`src/rtl/fifo_ctrl_pkg.sv`:
```
// Shared FIFO package: default geometry and depth derivation.
package fifo_ctrl_pkg;

    localparam int FIFO_DATA_W = 8;
    localparam int FIFO_ADDR_W = 3;

    function automatic int fifo_depth(input int addr_w);
        return 1 << addr_w;
    endfunction

endpackage

```
`src/rtl/fifo_ptr.sv`:
```
// Wrapping pointer; the extra MSB distinguishes full from empty at equal addresses.
module fifo_ptr #(
    parameter int W = 4
) (
    input  logic         clk,
    input  logic         reset,
    input  logic         inc,
    output logic [W-1:0] ptr
);

    always_ff @(posedge clk or negedge reset) begin
        if (!reset)   ptr <= '0;
        else if (inc) ptr <= ptr + W'(1);
    end

endmodule

```
`src/rtl/fifo_ctrl.sv`:
```
// Synchronous FIFO controller: register-array storage, registered read port,
// fill count, almost_full and sticky overflow/underflow flags.
module fifo_ctrl
    import fifo_ctrl_pkg::*;
#(
    parameter int DATA_WIDTH = FIFO_DATA_W,
    parameter int ADDR_WIDTH = FIFO_ADDR_W,
    parameter int AF_LEVEL   = 6
) (
    input  logic                  clk,
    input  logic                  reset,
    input  logic                  wr_en,
    input  logic [DATA_WIDTH-1:0] wr_data,
    input  logic                  rd_en,
    output logic [DATA_WIDTH-1:0] rd_data,
    output logic                  rd_valid,
    output logic                  full,
    output logic                  empty,
    output logic                  almost_full,
    output logic [ADDR_WIDTH:0]   count,
    output logic                  overflow,
    output logic                  underflow,
    input  logic                  err_clr
);

    localparam int DEPTH = fifo_depth(ADDR_WIDTH);
    localparam int CW    = ADDR_WIDTH + 1;

    logic [CW-1:0]         wr_ptr, rd_ptr, count_nxt;
    logic                  wr_acc, rd_acc;
    logic [DATA_WIDTH-1:0] mem [DEPTH];

    fifo_ptr #(.W(CW)) u_wr_ptr (.clk(clk), .reset(reset), .inc(wr_acc), .ptr(wr_ptr));
    fifo_ptr #(.W(CW)) u_rd_ptr (.clk(clk), .reset(reset), .inc(rd_acc), .ptr(rd_ptr));

    assign empty = (wr_ptr == rd_ptr);
    assign full  = (wr_ptr[ADDR_WIDTH-1:0] == rd_ptr[ADDR_WIDTH-1:0]) &&
                   (wr_ptr[ADDR_WIDTH] != rd_ptr[ADDR_WIDTH]);

    // No write-to-read bypass; a read frees a slot for a write on the same edge.
    assign rd_acc = rd_en & ~empty;
    assign wr_acc = wr_en & (~full | rd_acc);

    always_comb begin
        count_nxt = count;
        case ({wr_acc, rd_acc})
            2'b10:   count_nxt = count + CW'(1);
            2'b01:   count_nxt = count - CW'(1);
            default: count_nxt = count;
        endcase
    end

    // Storage is deliberately not reset.
    always_ff @(posedge clk) begin
        if (wr_acc) mem[wr_ptr[ADDR_WIDTH-1:0]] <= wr_data;
    end

    always_ff @(posedge clk or negedge reset) begin
        if (!reset) begin
            count       <= '0;
            almost_full <= 1'b0;
            rd_data     <= '0;
            rd_valid    <= 1'b0;
            overflow    <= 1'b0;
            underflow   <= 1'b0;
        end else begin
            count       <= count_nxt;
            almost_full <= (count_nxt >= CW'(AF_LEVEL));
            rd_valid    <= rd_acc;
            if (rd_acc) rd_data <= mem[rd_ptr[ADDR_WIDTH-1:0]];
            // Set beats clear when both happen in one cycle.
            overflow    <= (wr_en & ~wr_acc) | (overflow  & ~err_clr);
            underflow   <= (rd_en & empty)   | (underflow & ~err_clr);
        end
    end

endmodule

```
`config.mk`:
```
export PLATFORM = sky130hd
export DESIGN_NAME = fifo_ctrl
export DESIGN_NICKNAME = d
export VERILOG_FILES = /design/src/rtl/fifo_ctrl_pkg.sv /design/src/rtl/fifo_ptr.sv /design/src/rtl/fifo_ctrl.sv
export SDC_FILE = /design/constraint.sdc
export NUM_CORES = 1
export LEC_CHECK = 0
export CAP_MARGIN = 0
export CELL_PAD_IN_SITES_DETAIL_PLACEMENT = 1
export CELL_PAD_IN_SITES_GLOBAL_PLACEMENT = 2
export CORE_MARGIN = 10
export CORE_UTILIZATION = 43
export CTS_CLUSTER_SIZE = 14
export DETAILED_ROUTE_END_ITERATION = 7
export GPL_TIMING_DRIVEN = 0
export PLACE_DENSITY_LB_ADDON = 0.1
export SLEW_MARGIN = 5
export SYNTH_ARGS = -nofsm -noshare
export SYNTH_HDL_FRONTEND = slang
export SYNTH_SLANG_ARGS = --single-unit
```
`constraint.sdc`:
```
create_clock -name clk -period 3 [get_ports clk]
set_input_delay 0.3 -clock clk [delete_from_list [all_inputs] [get_ports clk]]
set_output_delay 0.3 -clock clk [all_outputs]
set_load 0.005 [all_outputs]
```
## Yosys cells after proc, flatten, opt, wreduce, memory -nomap -nowiden

Memory sizes are Yosys's and may differ from the RTL's. A register that Yosys moved wholly into a read port is not among the register bits.
Index checks and enable logic that the tools add are counted.

- Bits in registers: 16
- Memories: 1
- Input port bits: 13
- Word-level logic and storage cells: 36
- Bits in writable memories: 64

- Bitwise operators: 13
- Equality and inequality tests: 5
- Magnitude comparators: 1
- Reductions and logical operators: 2
- $add $sub $neg: 4
- Mux-type cells: 3

Memories:

| name | words | bits a word | rd ports | clocked after memory_dff | wr ports | RTL line | source |
|---|---|---|---|---|---|---|---|
| mem | 8 | 8 | 1 | 1 | 1 | fifo_ctrl.sv:31 | `logic [DATA_WIDTH-1:0] mem [DEPTH];` |

Operators by type and width:

| kind | number |
|---|---|
| adder 4 x 1 -> 4 bit (second input constant) | 3 |
| one-hot mux 4 bit (2 select lines) | 1 |
| AND 1 bit | 6 |
| == test 4 bit | 1 |
| greater-or-equal comparator 4 x 3 -> 1 bit (second input constant) | 1 |
| NOT 1 bit | 4 |
| subtractor 4 x 1 -> 4 bit (second input constant) | 1 |
| == test 3 bit | 1 |
| OR 1 bit | 3 |
| == test 2 x 1 -> 1 bit (second input constant) | 1 |
| == test 2 bit (second input constant) | 1 |
| two-way mux 1 bit | 2 |
| logical AND 1 bit | 1 |
| zero test 1 bit | 1 |
| != test 1 bit | 1 |

## Depth between registers and ports, before layout

- Depth after elaboration: 8
- Mapped depth: 12
- Gate-level depth less buffers: 10

## Cells and area by module

A second synthesis with hierarchy kept.

- Cell total of the unflattened synthesis: 200
- Area total of the unflattened synthesis: 3614.7 µm²

By module, submodules not included:

| module | sequential area each (µm²) | times used | cells an instance | area each (µm²) |
|---|---|---|---|---|
| fifo_ctrl | 2322.2 | 1 | 178 | 3294.4 |
| fifo_ptr | 100.1 | 2 | 11 | 160.2 |

## Worst setup path after synthesis

Ideal clock, no wire load.

- Path type: reg-to-reg
- Start point: register u_rd_ptr.ptr[0]
- End point: register almost_full
- Cell stages (with the launch flop): 13
- Slack: 399 ps
- Path buffers: 2
- Library setup time: 137 ps
- Arrival: 2463 ps
- Data required time: 2863 ps
- Path through: dfrtp_1 buf_6 xnor2_2 a41o_1 buf_2 inv_1 ha_1 xor2_1 ha_1 mux2_2 nand2_1 a21o_1 o2111ai_1

- Word-level cells in the longest chain between the ends: 8
- Elaborated cells between the ends (all ways): 12

Ends and longest elaborated chain:

| element | RTL line | source |
|---|---|---|
| start: declaration | fifo_ptr.sv:8 | `output logic [W-1:0] ptr` |
| start signal: assignment | fifo_ptr.sv:13 | `else if (inc) ptr <= ptr + W'(1);` |
| == test 4 bit * | fifo_ctrl.sv:36 | `assign empty = (wr_ptr == rd_ptr);` |
| NOT 1 bit * | fifo_ctrl.sv:41 | `assign rd_acc = rd_en & ~empty;` |
| AND 1 bit * | fifo_ctrl.sv:41 |  |
| net rd_acc | fifo_ctrl.sv:30 | `logic wr_acc, rd_acc;` |
| OR 1 bit | fifo_ctrl.sv:42 | `assign wr_acc = wr_en & (~full \| rd_acc);` |
| AND 1 bit | fifo_ctrl.sv:42 |  |
| == test 2 x 1 -> 1 bit or == test 2 bit (tied branches) | fifo_ctrl.sv:46 | `case ({wr_acc, rd_acc})` |
| one-hot mux 4 bit (2 select lines) * | fifo_ctrl.sv:46 |  |
| net count_nxt[1] | fifo_ctrl.sv:29 | `logic [CW-1:0] wr_ptr, rd_ptr, count_nxt;` |
| greater-or-equal comparator 4 x 3 -> 1 bit * | fifo_ctrl.sv:68 | `almost_full <= (count_nxt >= CW'(AF_LEVEL));` |
| end signal: assignment | fifo_ctrl.sv:68 |  |
| end: declaration | fifo_ctrl.sv:19 | `output logic almost_full,` |

Mark *: on every way through the listed nets, which the timed path passes. The rest lies on a longest branch.
A chain may end at the register's enable or synchronous reset.

## Worst setup path after layout

- Start point: register u_wr_ptr.ptr[1]
- End point: register almost_full

- Word-level cells in the longest chain between the ends: 8
- Elaborated cells between the ends (all ways): 12

Ends and longest elaborated chain:

| element | RTL line |
|---|---|
| start: declaration | fifo_ptr.sv:8 |
| start signal: assignment | fifo_ptr.sv:13 |
| == test 4 bit * | fifo_ctrl.sv:36 |
| NOT 1 bit * | fifo_ctrl.sv:41 |
| AND 1 bit * | fifo_ctrl.sv:41 |
| net rd_acc | fifo_ctrl.sv:30 |
| OR 1 bit | fifo_ctrl.sv:42 |
| AND 1 bit | fifo_ctrl.sv:42 |
| == test 2 x 1 -> 1 bit or == test 2 bit (tied branches) | fifo_ctrl.sv:46 |
| one-hot mux 4 bit (2 select lines) * | fifo_ctrl.sv:46 |
| net count_nxt[1] | fifo_ctrl.sv:29 |
| greater-or-equal comparator 4 x 3 -> 1 bit * | fifo_ctrl.sv:68 |

Marked as above.

==> metrics.txt <==
crit start category flip-flop; Crit. Startpoint u_wr_ptr.ptr[1]$_DFFE_PN0P_; Post-synth EDFFs 64; Chip Width ~110 um; share of the synthesized area in the top cell type between 50% and 60%; Num Clock Sinks 88; post-synthesis xor/xnor area fraction 4.392%; synthesis-to-layout area growth 19.85%; Inserted Diodes 0; Post-Route WL around 7700 um; crit path kind flip-flop to flip-flop; Clock Pin Slew Worst Setup and Hold Paths around 0.090 ns; Reg2Reg Capture Point almost_full$_DFF_PN0_; Tot Pwr approximately 4.5 mW; hold crit path type flip-flop to flip-flop; initial antenna violation count 0; first-pass GRT wire length between 10,000 and 15,000 um; largest family of logic cells by synthesized area multiplexers; Final Util between 50% and 60%; Adder-Cell Fraction of Synth Area under 10%; largest area contributor in the netlist edfxtp_1; worst hold path depth 2; post-synthesis cell count between 200 and 250; skew final 0.007594 ns; gpl congestion approximately 0.70; critical path required time 3.24 ns; CP max FO 10; complex-gate fraction of the synthesized area between 4 and 5%; CTS root buf clkbuf_8; CP arrival approximately 3 ns; min cycle time layout around 2.8 ns; GR Overflow Total 0; Placed Cells around 350; simple-gate share of the synthesized area about 5.2%; DP Area around 0.0042 mm2; Initial Util 44.50%; vias in the first global route between 2k and 2.5k; CTS Buf Count 9; Vias/cell roughly 5.1; synth unique cells 40; Storage cell area ~0.0025 mm2; Final WS setup approximately 0.23 ns; final setup vio count 0; filler cell count around 800; R2R Setup Slk 0.23 ns; Peak VDD IR roughly 0.4 mV; post-CTS setup buffers 0; Die Span Y approximately 110 um; Worst-Margin Slew around 1.2 ns; largest net degree at the start of global routing 25; ys async rst share a little over a quarter; most common cell in the synthesized netlist edfxtp_1; CTS tree built; Post-synth top cells edfxtp_1, dfrtp_1, mux4_2, nand2_1; Final Cycle Share 92.20%; R2R depth 12; H-tree levels 3; reg2reg start u_wr_ptr.ptr[1]$_DFFE_PN0P_; max_slew headroom around 21%; Worst Setup End Kind flip-flop; worst skew pair latency 0.36 ns; Post-Syn Area per Cell between 15 and 20 um2; max-slew violations 0; Die ar. 0.01264 mm2; Final Instance Area roughly 0.0044 mm2; post-synthesis sequential area ratio between 60% and 70%; Top FF cell, synth edfxtp_1; mapped cell area 0.003675 mm2; CTS max path bufs 2; Port Buf Inserts 30; Multi-input gate area about 0.0011 mm2; max_cap viols 0; register bit count reported by yosys a little under 90; Leak about 1.6 nW; hpwl dp roughly 5100 um; Max Freq between 300 and 400 MHz; Placeable Area ~0.0083 mm2; Worst Setup EP almost_full$_DFF_PN0_; GRT Util Overall between 10% and 20%; Top Ports 31; DR WL/cell between 20 and 25 um; antenna viol nets, final 0; layout cells sized above 1 22.96%; outcome finished clean; drt initial violations 57; Ys Warns 0; Synth area leaders edfxtp_1, dfrtp_1, mux4_2; Initial DRT Pass Iterations 4; Final #Nets 270; Synth Net Count roughly 230; FP Rows 33; final non-filler cell total 362; pwr/cell area around 1000 mW/mm2; unrepaired setup endpoints after global routing false; Vias around 1.9k; DRC 0; post-synthesis mux area share between 10% and 20%; Setup WS pre-CTS -0.05825 ns; hold violation count in the final report 0
==> sequential cells by signal, indices dropped and copies added (netlist names) <==
register	flops
overflow	1
u_rd_ptr.ptr	4
rd_data	8
underflow	1
almost_full	1
mem	64
count	4
u_wr_ptr.ptr	4
rd_valid	1
==> placed cells by master, fill, tap and decap left out, drive strengths merged <==
cell type | Yosys | routed
a211o | 1 | 1
a21o | 2 | 2
a21oi | 1 | 1
a22o | 1 | 1
a32o | 1 | 1
a41o | 1 | 1
and3 | 1 | 1
and3b | 1 | 1
buf | 9 | 12
bufinv | 0 | 2
clkbuf | 1 | 11
clkdlybuf4s50 | 0 | 30
clkinv | 0 | 1
clkinvlp | 0 | 1
dfrtp | 24 | 24
edfxtp | 64 | 64
ha | 5 | 5
inv | 7 | 9
mux2 | 3 | 3
mux2i | 8 | 8
mux4 | 16 | 16
nand2 | 12 | 12
nand2b | 4 | 4
nand3 | 3 | 3
nand4 | 1 | 1
nand4b | 1 | 1
nor2 | 5 | 5
nor2b | 1 | 1
nor3 | 5 | 5
nor4 | 1 | 1
o2111ai | 1 | 1
o211ai | 3 | 3
o21ai | 10 | 10
xnor2 | 11 | 11
xor2 | 4 | 4
==> worst max-delay path, cell delays in order, from the launching register on <==
cell,delay (ns)
dfrtp_1,0.39
clkbuf_2,0.22
xnor2_4,0.23
a41o_1,0.26
buf_6,0.18
inv_1,0.09
ha_1,0.26
xor2_1,0.18
ha_1,0.27
mux2_2,0.29
nand2_1,0.07
a21o_1,0.08
o2111ai_1,0.11
==> cell type report <==
type,count,share of cell area (%)
Sequential cell,88,57.27
Inverter,7,0.5966
Clock buffer,10,2.898
Multi-Input combinational cell,103,24.80
Timing Repair Buffer,33,7.330
Buffer,10,2.017
Tap cell,105,2.983
Clock inverter,6,2.102
==> power breakdown <==
| part | switching (mW) | total [mW] | internal [mW] |
|---|---|---|---|
| Sequential | 0.153 | 1.76 | 1.61 |
| Clock | 0.438 | 0.915 | 0.477 |
| Combinational | 0.871 | 1.79 | 0.915 |
==> worst min path at each step <==
stage / from / end
finish: rd_data[3]$_DFFE_PN0P_ / rd_data[3]$_DFFE_PN0P_
detailed placement: rd_data[3]$_DFFE_PN0P_ / rd_data[3]$_DFFE_PN0P_
global placement: rd_data[4]$_DFFE_PN0P_ / rd_data[4]$_DFFE_PN0P_
CTS: rd_data[3]$_DFFE_PN0P_ / rd_data[3]$_DFFE_PN0P_
floorplan: reset / almost_full$_DFF_PN0_
global route: rd_data[1]$_DFFE_PN0P_ / rd_data[1]$_DFFE_PN0P_
==> logic make-up (layout without fill, tap and decap cells) <==
family                     Yosys count  in the layout
AOI/OAI and AO/OA                   21             21
xor gates and xnor gates            15             15
adders and majority gates            5              5
buffers and inverters               17             66
DFF                                 88             88
muxes                               27             27
and+or+nand+nor                     35             35
==> what timing repair did <==
item | in CTS | in global routing
hold buffers | 0 | 0
endpoints found under the setup margin | 1 | 1
resized for setup | 1 | 3
==> routing by layer <==
metal  vias up  GRT usage (%)  wire length (um)
met4         0          5.584               123
met1       940          15.94              3377
met3         7          2.875               306
li1        876              -                 -
met2        39          21.32              3931
met5         -              0                 0
==> per-stage QoR <==
stage          hold WS, ns  TNS [ns]
2_1_floorplan     0.004409         0
3_3_place_gp        0.4634    -1.888
3_5_place_dp        0.4734  -0.05825
4_1_cts             0.4955         0
5_1_grt             0.5358         0
6_report            0.4849         0
Note: power is estimated with default switching activity, not from simulation.
